$ cat src/rtl/ram_dma_engine.sv
// ram_dma_engine
//   Block-transfer master for one port of a dual-port RAM. Runs either a FILL
//   (constant written over an address range) or a COPY (range to range,
//   strictly ascending, one word at a time). The other RAM port stays free.
//
//   Optional feature macro: RAM_DMA_ABORT_EN. When defined, an `abort` input
//   is added that terminates a running transfer at the next posedge.
//
// Parameters
//   ADRW  RAM address width (depth 2**ADRW words)
//   DATW  RAM data width
//
// Ports
//   clock        system clock, posedge
//   reset_n      asynchronous active-low reset
//   start        one-cycle request, sampled only while idle
//   mode         0 = FILL, 1 = COPY (sampled with start)
//   src_addr     COPY source start address (sampled with start)
//   dst_addr     destination start address (sampled with start)
//   length       word count 0..2**ADRW (sampled with start)
//   fill_data    FILL value (sampled with start)
//   abort        (RAM_DMA_ABORT_EN only) terminate the running transfer
//   busy         high while a transfer is in progress
//   done         one-cycle completion pulse
//   ram_address  registered RAM address
//   ram_wren     registered RAM write enable
//   ram_data     RAM write data: ram_q while writing a COPY word, else fill value
//   ram_q        RAM read data, valid the cycle after the read address
module ram_dma_engine #(
  parameter int ADRW = 8,
  parameter int DATW = 8
) (
  input  logic            clock,
  input  logic            reset_n,
  input  logic            start,
  input  logic            mode,
  input  logic [ADRW-1:0] src_addr,
  input  logic [ADRW-1:0] dst_addr,
  input  logic [ADRW:0]   length,
  input  logic [DATW-1:0] fill_data,
`ifdef RAM_DMA_ABORT_EN
  input  logic            abort,
`endif
  output logic            busy,
  output logic            done,
  output logic [ADRW-1:0] ram_address,
  output logic            ram_wren,
  output logic [DATW-1:0] ram_data,
  input  logic [DATW-1:0] ram_q
);

  typedef enum logic [1:0] {
    IDLE,
    FILL,
    RD,
    WR
  } state_t;

  state_t          state;
  state_t          state_nxt;
  logic [ADRW-1:0] src_ptr;
  logic [ADRW-1:0] src_nxt;
  logic [ADRW-1:0] dst_ptr;
  logic [ADRW-1:0] dst_nxt;
  logic [ADRW-1:0] addr_nxt;
  logic [ADRW:0]   remain;
  logic [ADRW:0]   remain_nxt;
  logic [DATW-1:0] fill_val;
  logic [DATW-1:0] fill_nxt;
  logic            wren_nxt;
  logic            done_nxt;
  logic            abort_req;

`ifdef RAM_DMA_ABORT_EN
  assign abort_req = abort;
`else
  assign abort_req = 1'b0;
`endif

  // src_ptr/dst_ptr always hold the address of the NEXT access of their kind;
  // remain counts the words still to be started after the current one, so
  // the last word is recognised by remain == 0 without a separate compare.
  always_comb begin
    state_nxt  = state;
    src_nxt    = src_ptr;
    dst_nxt    = dst_ptr;
    remain_nxt = remain;
    fill_nxt   = fill_val;
    addr_nxt   = ram_address;
    wren_nxt   = 1'b0;
    done_nxt   = 1'b0;

    unique case (state)
      IDLE: begin
        if (start) begin
          fill_nxt = fill_data;
          if (length == '0) begin
            done_nxt = 1'b1;
          end else begin
            remain_nxt = length - (ADRW+1)'(1);
            if (mode) begin
              state_nxt = RD;
              addr_nxt  = src_addr;
              src_nxt   = src_addr + ADRW'(1);
              dst_nxt   = dst_addr;
            end else begin
              state_nxt = FILL;
              addr_nxt  = dst_addr;
              wren_nxt  = 1'b1;
              src_nxt   = src_addr;
              dst_nxt   = dst_addr + ADRW'(1);
            end
          end
        end
      end

      FILL: begin
        if (abort_req || remain == '0) begin
          state_nxt = IDLE;
          done_nxt  = 1'b1;
        end else begin
          addr_nxt   = dst_ptr;
          wren_nxt   = 1'b1;
          dst_nxt    = dst_ptr + ADRW'(1);
          remain_nxt = remain - (ADRW+1)'(1);
        end
      end

      RD: begin
        if (abort_req) begin
          state_nxt = IDLE;
          done_nxt  = 1'b1;
        end else begin
          state_nxt = WR;
          addr_nxt  = dst_ptr;
          wren_nxt  = 1'b1;
          dst_nxt   = dst_ptr + ADRW'(1);
        end
      end

      WR: begin
        if (abort_req || remain == '0) begin
          state_nxt = IDLE;
          done_nxt  = 1'b1;
        end else begin
          state_nxt  = RD;
          addr_nxt   = src_ptr;
          src_nxt    = src_ptr + ADRW'(1);
          remain_nxt = remain - (ADRW+1)'(1);
        end
      end

      default: begin
        state_nxt = IDLE;
      end
    endcase
  end

  always_ff @(posedge clock or negedge reset_n) begin
    if (!reset_n) begin
      state       <= IDLE;
      src_ptr     <= '0;
      dst_ptr     <= '0;
      remain      <= '0;
      fill_val    <= '0;
      ram_address <= '0;
      ram_wren    <= 1'b0;
      done        <= 1'b0;
    end else begin
      state       <= state_nxt;
      src_ptr     <= src_nxt;
      dst_ptr     <= dst_nxt;
      remain      <= remain_nxt;
      fill_val    <= fill_nxt;
      ram_address <= addr_nxt;
      ram_wren    <= wren_nxt;
      done        <= done_nxt;
    end
  end

  assign busy     = (state != IDLE);
  // COPY writes forward the RAM read data straight through; the read was
  // issued in the preceding RD cycle.
  assign ram_data = (state == WR) ? ram_q : fill_val;

  a_wren_only_when_writing : assert property (
    @(posedge clock) disable iff (!reset_n)
    ram_wren |-> (state == FILL || state == WR));

  a_done_only_idle : assert property (
    @(posedge clock) disable iff (!reset_n)
    done |-> !busy);

endmodule
$ cat config.mk
export PLATFORM = sky130hd
export DESIGN_NAME = ram_dma_engine
export DESIGN_NICKNAME = d
export VERILOG_FILES = /design/src/rtl/ram_dma_engine.sv
export SDC_FILE = /design/constraint.sdc
export NUM_CORES = 1
export LEC_CHECK = 0
export BUFFER_PORTS_ARGS = -buffer_cell sky130_fd_sc_hd__buf_2
export CORE_ASPECT_RATIO = 1.1
export CORE_MARGIN = 3
export CORE_UTILIZATION = 50
export CTS_BUF_LIST = sky130_fd_sc_hd__clkbuf_8
export CTS_CLUSTER_SIZE = 28
export DETAILED_ROUTE_END_ITERATION = 8
export PLACE_DENSITY = 0.71
export RECOVER_POWER = 100
export SYNTH_ARGS = -nofsm -noshare
export SYNTH_HDL_FRONTEND = slang
export SYNTH_SLANG_ARGS = --single-unit
$ cat constraint.sdc
create_clock -name clock -period 5 [get_ports clock]
set_clock_uncertainty 0.1 [all_clocks]
set_input_delay 0 -clock clock [delete_from_list [all_inputs] [get_ports clock]]
set_output_delay 0 -clock clock [all_outputs]
set_load 0.03 [all_outputs]
Word-level counts from Yosys, hierarchy flattened
Cells that the tools add are included.
{"block": "totals", "ff_bits": 45, "in_bits": 45, "out_inout_bits": 19, "elab_cells": 73}
{"block": "classes", "n_addsub": 6, "n_eq_ne": 9, "mux": 36, "n_reduce_logical": 14}
{"cell": "$mux W8", "n": 14}
{"cell": "$add A8 B1 Y8 const B", "n": 4}
{"cell": "$pmux W8 S4", "n": 1}
{"cell": "$mux W9", "n": 3}
{"cell": "$pmux W8 S3", "n": 1}
{"cell": "$logic_not A9 Y1", "n": 2}
{"cell": "$pmux W9 S2", "n": 1}
{"cell": "$sub A9 B1 Y9 const B", "n": 2}
{"cell": "$pmux W8 S2", "n": 1}
{"cell": "$reduce_and A4 Y1", "n": 4}
{"cell": "$ne A2 B2 Y1 const B", "n": 6}
{"cell": "$mux W2", "n": 5}
{"cell": "$pmux W2 S4", "n": 1}
{"cell": "$mux W1", "n": 7}
{"cell": "$pmux W1 S3", "n": 2}
{"cell": "$reduce_bool A2 Y1", "n": 3}
{"cell": "$eq A2 B2 Y1 const B", "n": 2}
{"cell": "$reduce_and A3 Y1", "n": 1}
{"cell": "$reduce_bool A3 Y1", "n": 1}
{"cell": "$eq A2 B1 Y1 const B", "n": 1}
{"cell": "$logic_not A2 Y1", "n": 1}
{"cell": "$reduce_and A2 Y1", "n": 1}
{"cell": "$reduce_or A2 Y1", "n": 1}

Depth between registers and ports, before layout
Gate-level depths: netlist of run 1.
{"block": "depth", "word_depth": 5, "ltp_mapped": 12, "mapped_depth_nobuf": 9}

Worst setup path after synthesis of run 1
Ideal clock, no wire load.
{"block": "synth_path", "kind": "reg-to-reg", "from": "register state[0]", "to": "register remain[8]", "setup_ns": 0.135, "t_arrival_ns": 2.770, "required_ns": 4.765, "path_slack_ns": 1.995, "stages_incl_launch_ff": 12, "path_buffers": 3, "period_less_slack_ns": 3.005, "cell_sequence": "dfrtp_1 > ha_1 > or2_1 > buf_4 > clkbuf_1 > mux2i_1 > ha_1 > clkbuf_1 > nand4_1 > o2bb2ai_1 > a2111oi_2 > a211oi_2"}
{"block": "synth_via", "elab_chain_cells": 4, "word_cells_on_any_way": 10, "classes_between": "5 x eq/ne; 1 x mux; 4 x reduce/logical"}
{"item": "start, declared", "line_no": "59", "source": "state_t state;"}
{"item": "start signal, assigned", "line_no": "170", "source": "state <= state_nxt;"}
{"item": "$eq A2 B2 Y1 or $eq A2 B1 Y1 (tied branches)", "line_no": "93", "source": "unique case (state)"}
{"item": "$reduce_or A2 Y1 (no line)"}
{"item": "$ne A2 B2 Y1 (no line) or $reduce_bool A2 Y1 (tied branches)"}
{"item": "$reduce_and A4 Y1 (no line)"}
{"item": "end signal, assigned", "line_no": "173", "source": "remain <= remain_nxt;"}
{"item": "end, declared", "line_no": "66", "source": "logic [ADRW:0] remain;"}
Parallel ways exist; a longest one is shown, timed or not.
A chain may end at the register's enable or synchronous reset.

Worst setup path in the final report of run 1
{"block": "layout_path", "from": "register state[1]", "to": "register remain[8]"}
Same word-level chain as after synthesis.

==> results of run 1 <==
==> path summary, 6_finish.rpt <==
kind	from	end
max in group asynchronous	reset_n	fill_val[6]
min reg2reg	ram_address[1]	ram_address[1]
max reg2reg	state[1]	remain[8]
max	state[1]	remain[8]
min in group asynchronous	reset_n	remain[1]
min	dst_addr[7]	dst_ptr[7]
==> per-layer routing <==
layer  vias to the layer above  global-route usage  share of wire
li1                       1474                   -              -
met1                      1455              0.2824           0.43
met2                        78              0.3930           0.51
met3                        12             0.03358          0.044
met4                         0             0.06948          0.015
met5                         -                   0              0
==> cell type report <==
| cell class | instances | area (sq um) | share of cell area |
|---|---|---|---|
| clock buffers | 6 | 82.58 | 0.02200 |
| clock inverters | 1 | 3.754 | 0.001000 |
| inverters | 7 | 26.28 | 0.007000 |
| multi-input cells | 284 | 1973 | 0.5257 |
| flip-flops and latches | 45 | 1126 | 0.3000 |
| well taps | 80 | 100.1 | 0.02667 |
| repair buffers | 79 | 441.7 | 0.1177 |
==> kinds of logic (layout without fill, tap and decap cells) <==
group,after synthesis,after routing
AOI/OAI and AO/OA,96,96
xor gates and xnor gates,14,14
muxes,33,33
and+or+nand+nor,131,131
DFF,45,45
adders and majority gates,10,10
buffers and inverters,26,93
==> power by group through the flow <==
stage	Sequential (W)	Clock, W	Combinational (W)
finish	0.000728	0.000234	0.00150
global route	0.000754	0.000252	0.00168
CTS	0.000726	0.000237	0.00155
detailed placement	0.000733	0	0.00154
global placement	0.000725	0	0.00150
floorplan	0.000756	0	0.00117
==> flip-flops by register name, summed over array words and instances (netlist names) <==
name and flops:
src_ptr 8, fill_val 8, remain 9, dst_ptr 8
ram_address 8, state 2, ram_wren 1, done 1
==> stage by stage <==
step	hold WS [ns]	cells
6_report	0.01932	502
5_1_grt	0.05786	502
4_1_cts	0.01310	502
3_5_place_dp	0.1382	481
3_3_place_gp	0.1343	481
2_1_floorplan	-0.3956	355
==> tightest hold or removal path, cell delays in order <==
cell and delay, ns:
buf_2 0.11, xnor2_1 0.07, o22ai_1 0.13, a2bb2oi_1 0.08
==> cell usage in the layout (no fill, tap or decap), types with 10 or more instances in the layout <==
| master | count |
|---|---|
| a211oi_1 | 12 |
| mux2_2 | 19 |
| a21o_1 | 10 |
| ha_1 | 10 |
| buf_2 | 43 |
| a21oi_1 | 23 |
| nand2_1 | 35 |
| nand4_1 | 11 |
| dfrtp_1 | 45 |
| nand3_1 | 14 |
| o21ai_0 | 10 |
| and3_1 | 10 |
| mux2i_1 | 14 |
| dlygate4sd3_1 | 14 |
| clkbuf_1 | 21 |
| nor2_1 | 26 |
==> qor.yml, run 1 <==
status:
  status: "finished with violations"
  failed_checks: "capacitance limit, slew limit"
clock_network:
  htreeDepth: 2
  hold_buffers: 14
  cts_setup_buffers: 0
  cts_buffers: 5
  post_cts_resized: 0
  cts.path.max_buffers: 2
  ctsRootBufferMaster: "clkbuf_8"
  clock_sinks: 45
  cts.clk_slew.worst_paths_ns: 0.09
  tritoncts: "built"
  clock_latency_ns: 0.30
timing:
  relSlewSlack: -0.6632
  setup_slack_ns: 1.124
  slew_violations: 105
  tightest_slew_ns: 2.495
  finalHoldViolCount: 0
  max_freq_mhz: 258.0
  rsz0062_at_grt: "no"
  fin_crit_ns: 3.876
  fin_crit_sh: 0.7752
  finalSetupTns_ns: 0
  setup_viol: 0
synthesis:
  synth_compound_area_frac: 0.2240
  synthTopCellsByArea: "dfrtp_1, mux2_2, mux2i_1, nand2_1, ha_1"
  synth_common_cells: "dfrtp_1, nand2_1, nor2_1"
  ys_seq_area_frac: 0.3434
  synth-main-ff-cell: "dfrtp_1"
  synth_edf_count: 0
  synthAdderAreaFrac: 0.03815
  synth_warnings: 0
  synthCells: 355
  synth_top_family_by_area: "compound AO/OA/AOI/OAI gates"
  synthMuxAreaShare: 0.1080
  synthArstFlopShare: 1.000
  synth.net_count: 410
  yosysTopAreaCell: "dfrtp_1"
  ys_seq_elements: 45
  yosys.area_share.xor_xnor: 0.03739
  synth_top_area_share: 0.3434
  synth.most_common_cell: "dfrtp_1"
  netlist_area_sq_um: 3279
  yosysUniqueCellTypes: 59
  syn_area_per_cell_sq_um: 9.238
  synth-simple-area-share: 0.2102
setup_path:
  crit_slowest_cell: "or2_0"
  cp-end-kind: "flip-flop"
  crit_cells: 9
  crit_top_cell: "ha_1"
  r2r_cells: 9
  cp_max_fo: 21
  critPathTopFamily: "simple AND/OR/NAND/NOR gates"
  crit_type: "reg -> reg"
  max_stage_delay_ns: 1.00
  cp.arrival_ns: 3.95
  cp_cell_sequence: "inv_1 > ha_1 > or2_0 > mux2i_1 > ha_1 > nand4_1 > o2bb2ai_1 > a2111oi_0 > a211oi_2"
  cp_num_buf_inv: 1
  cp.required_ns: 5.07
  worst_setup_path_start_kind: "flip-flop"
  r2r_setup_slack_ns: 1.12
placement:
  post-place-ws_ns: 1.627
  io_buffer_count: 63
  gp_congestion: 0.8700
  hpwlAfterDp_um: 5950
  dpl_cell_area_sq_um: 3608
drt:
  drt.antenna.violating_nets: 0
  drt_iter0_drc: 168
  drc_errors: 0
  wl_um: 8232
  first_pass_iters: 4
  viasPerCell: 6.014
  avgRoutedWirePerCell_um: 16.40
  num_vias: 3019
floorplan:
  fp-row-count: 30
  coreArea_sq_um: 6269
  ios: 64
  dieArea_sq_um: 7568
  start_util: 0.5232
  fp.dieW_um: 83.22
  die_h_um: 90.94
power:
  p_leak_nw: 1.683
  pwr-share-clk: 0.095
  vdd_drop_max_mv: 0.3301
  p_sw_w: 0.001220
  powerDensity_nw_per_um2: 654.7
  p_seq_frac: 0.296
  p_comb_frac: 0.608
  p_int_w: 0.001238
  fin_total_pwr_w: 0.002458
  p_sw_frac: 0.4963
final_layout:
  fin_nets: 477
  final_area_sq_um: 3754
  finish.utilization: 0.5988
  area_growth_pct: 14.46
  diodes: 0
  fillers: 569
  drive_gt1_frac: 0.1825
grt:
  grt_pass1_vias: 2988
  grt_overflow: 0
  grt_pass1_wl_um: 14230
  grt_max_degree: 46
  antenna_found_initial: 0
  track_usage: 0.2240
worst_hold_path:
  hold_depth: 4
  hold_class: "in -> reg"
flow_run:
  cap_violations: 3
(Power assumes the default switching activity.)
==> inputs of run 2 (changes only) <==
PLACE_DENSITY = 0.74   (was 0.71)
clock period = 3.2 ns   (was 5 ns; I/O delays follow)
==> run 2 against run 1 <==
- register-to-register slack worse by 0.86 ns
- count of clock-buffer cells in the layout stayed put
- wire length is 1.6% higher
- via count is 1.4% higher
- sequential power is 57% higher
- sequential share of layout area is 0.52 points lower
- maximum frequency is 32% higher
- final area is 1.8% higher
- largest cell class unchanged
- highest routed layer unchanged
- non-clock buffer count is 2 higher
- the run still ends with capacitance limit, slew limit left
- combinational power is 58% higher
==> qor.yml, run 2 (synthesized netlist as in run 1, its figures left out) <==
grt:
  antenna_found_initial: 0  # unchanged
  grt_overflow: 0  # unchanged
  grt_pass1_wl_um: 14030  # was 14230 um
  grt_max_degree: 46  # unchanged
  grt_pass1_vias: 2898  # was 2988
  track_usage: 0.2241  # was 0.2240
final_layout:
  drive_gt1_frac: 0.1929  # was 0.1825
  final_area_sq_um: 3820  # was 3754 sq um
  largest_register_ffs: 9  # unchanged
  fin_cells: 505  # was 502
  fillers: 548  # was 569
  fin_nets: 479  # was 477
  final_cell_mix: "dfrtp_1, buf_2, nand2_1, nor2_1, a21oi_1"  # unchanged
  largest_register: "remain"  # unchanged
  diodes: 0  # unchanged
  area_growth_pct: 16.48  # was 14.46%
  layout_commonest_cell: "dfrtp_1"  # unchanged
worst_hold_path:
  hold_class: "in -> reg"  # unchanged
clock_network:
  post_cts_resized: 0  # unchanged
  cts.path.max_buffers: 2  # unchanged
  clock_sinks: 45  # unchanged
  cts_buffers: 5  # unchanged
  cts_setup_buffers: 0  # unchanged
  tritoncts: "built"  # unchanged
  hold_buffers: 15  # was 14
  cts.clk_slew.worst_paths_ns: 0.09  # about the same
  ctsRootBufferMaster: "clkbuf_8"  # unchanged
  clock_latency_ns: 0.30  # about the same
  htreeDepth: 2  # unchanged
setup_path:
  cp.required_ns: 3.27  # was 5.07 ns
  r2r_setup_slack_ns: 0.27  # was 1.12 ns
  crit_type: "reg -> reg"  # unchanged
  cp_num_buf_inv: 2  # was 1
  critPathTopFamily: "compound AO/OA/AOI/OAI gates"  # was simple AND/OR/NAND/NOR gates
  crit_slowest_cell: "dfrtp_1"  # was or2_0
  cp-end-kind: "flip-flop"  # unchanged
  cp_cell_sequence: "inv_1 > ha_1 > or2_1 > buf_4 > mux2i_1 > ha_1 > nand4_1 > o2bb2ai_1 > a2111oi_2 > a211oi_2"  # was inv_1 > ha_1 > or2_0 > mux2i_1 > ha_1 > nand4_1 > o2bb2ai_1 > a2111oi_0 > a211oi_2
  cp.arrival_ns: 3.01  # was 3.95 ns
  worst_r2r_endpoint: "remain[8]"  # unchanged
  max_stage_delay_ns: 0.42  # was 1.00 ns
  crit_cells: 10  # was 9
  r2r_cells: 10  # was 9
  endpoint: "remain[8]"  # unchanged
  worst_setup_path_start_kind: "flip-flop"  # unchanged
  crit_top_cell: "ha_1"  # unchanged
  cp_max_fo: 20  # was 21
  reg2reg_from: "state[1]"  # unchanged
  crit_start: "state[1]"  # unchanged
placement:
  hpwlAfterDp_um: 6041  # was 5950 um
  dp.cells: 482  # was 481
  post-place-ws_ns: 0.2690  # was 1.627 ns
  dpl_cell_area_sq_um: 3616  # was 3608 sq um
  io_buffer_count: 63  # unchanged
  gp_congestion: 0.9338  # was 0.8700
drt:
  drc_errors: 0  # unchanged
  drt_iter0_drc: 122  # was 168
  viasPerCell: 6.059  # was 6.014
  drt.antenna.violating_nets: 0  # unchanged
  num_vias: 3060  # was 3019
  first_pass_iters: 6  # was 4
  avgRoutedWirePerCell_um: 16.57  # was 16.40 um
  wl_um: 8366  # was 8232 um
timing:
  finalSetupTns_ns: 0  # unchanged
  tightest_slew_ns: 2.569  # was 2.495 ns
  fin_crit_ns: 2.933  # was 3.876 ns
  setup_slack_ns: 0.2665  # was 1.124 ns
  fin_hold_ws_ns: 0.01042  # was 0.01932 ns
  slew_violations: 46  # was 105
  rsz0062_at_grt: "no"  # unchanged
  finalHoldViolCount: 0  # unchanged
  setup_viol: 0  # unchanged
  relSlewSlack: -0.7127  # was -0.6632
  max_freq_mhz: 340.9  # was 258.0 MHz
  fin_crit_sh: 0.9167  # was 0.7752
power:
  p_seq_frac: 0.287  # was 0.296
  p_sw_frac: 0.4903  # was 0.4963
  vdd_drop_max_mv: 0.5652  # was 0.3301 mV
  p_int_w: 0.002024  # was 0.001238 W
  powerDensity_nw_per_um2: 1040  # was 654.7 nW/um^2
  p_leak_nw: 1.712  # was 1.683 nW
  pwr-share-clk: 0.117  # was 0.095
  p_sw_w: 0.001947  # was 0.001220 W
  p_comb_frac: 0.596  # was 0.608
floorplan:
  start_util: 0.5232  # unchanged
  ios: 64  # unchanged
  dieArea_sq_um: 7568  # unchanged
  die_h_um: 90.94  # unchanged
  coreArea_sq_um: 6269  # unchanged
  fp.dieW_um: 83.22  # unchanged
  fp-row-count: 30  # unchanged
flow_run:
  cap_violations: 1  # was 3
status:
  failed_checks: "capacitance limit, slew limit"  # unchanged
  status: "finished with violations"  # unchanged
run 2: final cells by class:
type	count	area, sq um	share of cell area
repair buffers	81	460.4	0.1205
well taps	80	100.1	0.02620
inverters	7	26.28	0.006878
multi-input cells	284	1987	0.5201
flip-flops and latches	45	1126	0.2948
clock inverters	2	37.54	0.009826
clock buffers	6	82.58	0.02162
run 2: power by group through the flow:
stage / logic (W) / registers, W / clock network (W)
after floorplan: 0.00183 / 0.00118 / 0
after global placement: 0.00235 / 0.00113 / 0
after detailed placement: 0.00242 / 0.00115 / 0
after CTS: 0.00244 / 0.00114 / 0.000471
after global routing: 0.00263 / 0.00118 / 0.000494
final: 0.00237 / 0.00114 / 0.000465
run 2: how the worst min path moves through the flow:
stage                     cells past startpoint           to          from
after global placement                        1    remain[7]       reset_n
final                                         4   dst_ptr[0]   dst_addr[0]
after floorplan                               0         done       reset_n
after CTS                                     4   dst_ptr[0]   dst_addr[0]
after global routing                          4   dst_ptr[6]   dst_addr[6]
after detailed placement                      2  fill_val[2]  fill_data[2]
run 2: worst min-delay path, cell delays in order:
cell and delay [ns]:
buf_2 0.12, xnor2_1 0.13, o211ai_1 0.08, o21ai_0 0.06
run 2: routing by layer:
metal | vias up | GRT usage | routed length, um
li1 | 1477 | - | -
met1 | 1487 | 0.2740 | 3460
met2 | 85 | 0.4044 | 4420
met3 | 11 | 0.03176 | 374
met4 | 0 | 0.07084 | 111
met5 | - | 0 | 0
run 2: through the flow:
step / power [W] / util
2_1_floorplan: 0.003010 / -
3_3_place_gp: 0.003484 / 0.5768
3_5_place_dp: 0.003567 / 0.5768
4_1_cts: 0.004049 / 0.6200
5_1_grt: 0.004307 / 0.6094
6_report: 0.003971 / 0.6094
==> inputs of run 3 (changes only) <==
BUFFER_PORTS_ARGS = not set   (was -buffer_cell sky130_fd_sc_hd__buf_2)
DONT_BUFFER_PORTS = 1   (was not set)
PLACE_DENSITY = 0.66   (was 0.74)
SLEW_MARGIN = 20   (was not set)
==> run 3 against run 2 <==
- the flow still finishes with violations (capacitance limit, slew limit)
- critical path depth fell by 2
- final cell count is 7.3% lower
- maximum frequency shrank 0.92%
- register-to-register slack worse by 0.03 ns
- sequential power rose by 11%
- wire length rose by 3.0%
- non-clock buffer count is 37 lower
- first-iteration DRC count is 33% lower
- worst hold slack better by 0.0022 ns
- global-route usage increased by 1.1 points
- critical path type unchanged
- critical endpoint is now remain[6]
- largest cell class unchanged
- highest routed layer unchanged
==> qor.yml, run 3 (synthesized netlist as in run 1, its figures left out) <==
drt:
  avgRoutedWirePerCell_um: 18.41  # was 16.57 um
  viasPerCell: 6.205  # was 6.059
  first_pass_iters: 4  # was 6
  highest_layer: "met4"  # unchanged
  drt.antenna.violating_nets: 0  # unchanged
  wl_met1_um: 3734  # was 3460 um
  drc_errors: 0  # unchanged
  wl_um: 8614  # was 8366 um
  met3_length_um: 430  # was 374 um
  num_vias: 2904  # was 3060
  drt_iter0_drc: 82  # was 122
  met2_length_um: 4234  # was 4420 um
placement:
  hpwlAfterDp_um: 5858  # was 6041 um
  dp.cells: 420  # was 482
  io_buffer_count: 0  # was 63
  gp_congestion: 0.8201  # was 0.9338
final_layout:
  largest_register_ffs: 9  # unchanged
  fin_cells: 468  # was 505
  diodes: 0  # unchanged
  layout_commonest_cell: "dfrtp_1"  # unchanged
  drive_gt1_frac: 0.09278  # was 0.1929
  largest_register: "remain"  # unchanged
  fillers: 563  # was 548
  fin_nets: 442  # was 479
  multi_input_area_sq_um: 2006  # was 1987 sq um
  area_growth_pct: 15.76  # was 16.48%
  seqCellArea_sq_um: 1126  # unchanged
  final_cell_mix: "dfrtp_1, dlygate4sd3_1, nand2_1, nor2_1, a21oi_1"  # was dfrtp_1, buf_2, nand2_1, nor2_1, a21oi_1
setup_path:
  max_stage_delay_ns: 0.55  # was 0.42 ns
  cp_max_fo: 9  # was 20
  crit_top_cell: "nand4_1"  # was ha_1
  cp_num_buf_inv: 1  # was 2
  crit_type: "reg -> reg"  # unchanged
  cp.arrival_ns: 3.04  # was 3.01 ns
  cp-end-kind: "flip-flop"  # unchanged
  crit_slowest_cell: "dlygate4sd3_1"  # was dfrtp_1
  cp_cell_sequence: "ha_1 > or2_4 > mux2i_2 > ha_2 > nand4_1 > nand4_1 > dlygate4sd3_1 > nand3_1"  # was inv_1 > ha_1 > or2_1 > buf_4 > mux2i_1 > ha_1 > nand4_1 > o2bb2ai_1 > a2111oi_2 > a211oi_2
  cp.required_ns: 3.28  # was 3.27 ns
  worst_setup_path_start_kind: "flip-flop"  # unchanged
  critPathTopFamily: "simple AND/OR/NAND/NOR gates"  # was compound AO/OA/AOI/OAI gates
clock_network:
  clock_sinks: 45  # unchanged
  tritoncts: "built"  # unchanged
  clock_latency_ns: 0.30  # about the same
  ctsRootBufferMaster: "clkbuf_8"  # unchanged
  cts_setup_buffers: 0  # unchanged
  cts.path.max_buffers: 2  # unchanged
  cts_buffers: 5  # unchanged
  htreeDepth: 2  # unchanged
  cts.clk_slew.worst_paths_ns: 0.09  # about the same
grt:
  track_usage: 0.2351  # was 0.2241
  grt_max_degree: 46  # unchanged
  grt_pass1_vias: 2896  # was 2898
  grt_pass1_wl_um: 14590  # was 14030 um
  grt_overflow: 0  # unchanged
  antenna_found_initial: 0  # unchanged
floorplan:
  coreArea_sq_um: 6269  # unchanged
  fp-row-count: 30  # unchanged
  ios: 64  # unchanged
  die_h_um: 90.94  # unchanged
  dieArea_sq_um: 7568  # unchanged
  start_util: 0.5232  # unchanged
  fp.dieW_um: 83.22  # unchanged
power:
  powerDensity_nw_per_um2: 1027  # was 1040 nW/um^2
  p_leak_nw: 1.623  # was 1.712 nW
  vdd_drop_max_mv: 0.5934  # was 0.5652 mV
worst_hold_path:
  hold_class: "in -> reg"  # unchanged
timing:
  fin_crit_ns: 2.961  # was 2.933 ns
  finalSetupTns_ns: 0  # unchanged
  tightest_slew_ns: 2.521  # was 2.569 ns
  fin_crit_sh: 0.9252  # was 0.9167
  setup_viol: 0  # unchanged
  relSlewSlack: -0.6805  # was -0.7127
  rsz0062_at_grt: "no"  # unchanged
  slew_violations: 46  # unchanged
  finalHoldViolCount: 0  # unchanged
  max_freq_mhz: 337.8  # was 340.9 MHz
flow_run:
  cap_violations: 1  # unchanged
status:
  failed_checks: "capacitance limit, slew limit"  # unchanged
  status: "finished with violations"  # unchanged
## run 3: cell types whose count changed in the layout (fill, tap and decap cells not counted), moves of 8 or more
cell	change
mux2_1	+8
buf_2	-43
mux2_2	-8
clkbuf_1	-18
dlygate4sd3_1	+24
## run 3: metrics by stage
stage | setup slack [ns] | hold WS (ns) | power, W | utilization | area, sq um
6_report | 0.2393 | 0.01262 | 0.003898 | 0.6056 | 3796
5_1_grt | 0.07667 | 0.03934 | 0.004225 | 0.6056 | 3796
4_1_cts | 0.03904 | 0.007954 | 0.003948 | 0.6136 | 3846
3_5_place_dp | 0.1499 | -0.3937 | 0.003421 | 0.5277 | 3308
3_3_place_gp | 0.3377 | -0.3936 | 0.003358 | 0.5277 | 3308
2_1_floorplan | 0.1953 | -0.3956 | 0.003010 | - | 3279
## run 3: cell type report
class | instances | share of cell area
inverter | 7 | 0.006922
timing repair buffer | 44 | 0.1101
clock buffer | 6 | 0.02175
clock inverter | 2 | 0.009888
sequential | 45 | 0.2966
tap | 80 | 0.02637
multi-input combinational | 284 | 0.5283
## run 3: power by group
part | internal [W] | switching, W
Sequential | 0.000860 | 0.000404
Clock | 0.000254 | 0.000203
Combinational | 0.000876 | 0.00130
Total | 0.00199 | 0.00191
## run 3: repair_timing
item                                    CTS  global route
hold endpoints to repair                 82             0
endpoints found under the setup margin    0             2
hold buffers                             40             0
gates resized for setup                   0             3
## run 3: worst paths after layout
| check | startpoint | to | slack, ns | cells past startpoint |
|---|---|---|---|---|
| max | state[0] | remain[6] | 0.24 | 8 |
| min | length[4] | remain[5] | 0.01 | 3 |
| max reg2reg | state[0] | remain[6] | 0.24 | 8 |
| min reg2reg | fill_val[0] | fill_val[0] | 0.41 | 1 |
| max in group asynchronous | reset_n | fill_val[0] | 0.60 | 2 |
| min in group asynchronous | reset_n | remain[0] | 0.97 | 2 |
## run 3: layer usage
metal	track usage	vias to the layer above
met2	0.3910	79
met5	0	-
met1	0.3037	1400
met4	0.08856	0
met3	0.04265	20
li1	-	1405
## run 3: worst reg2reg max path: cells and delay by family (launching register included)
family	cells	cell delay, ns
and+or+nand+nor	4	0.73
DFF	1	0.48
muxes	1	0.31
adders and majority gates	2	0.69
buffers and inverters	1	0.55
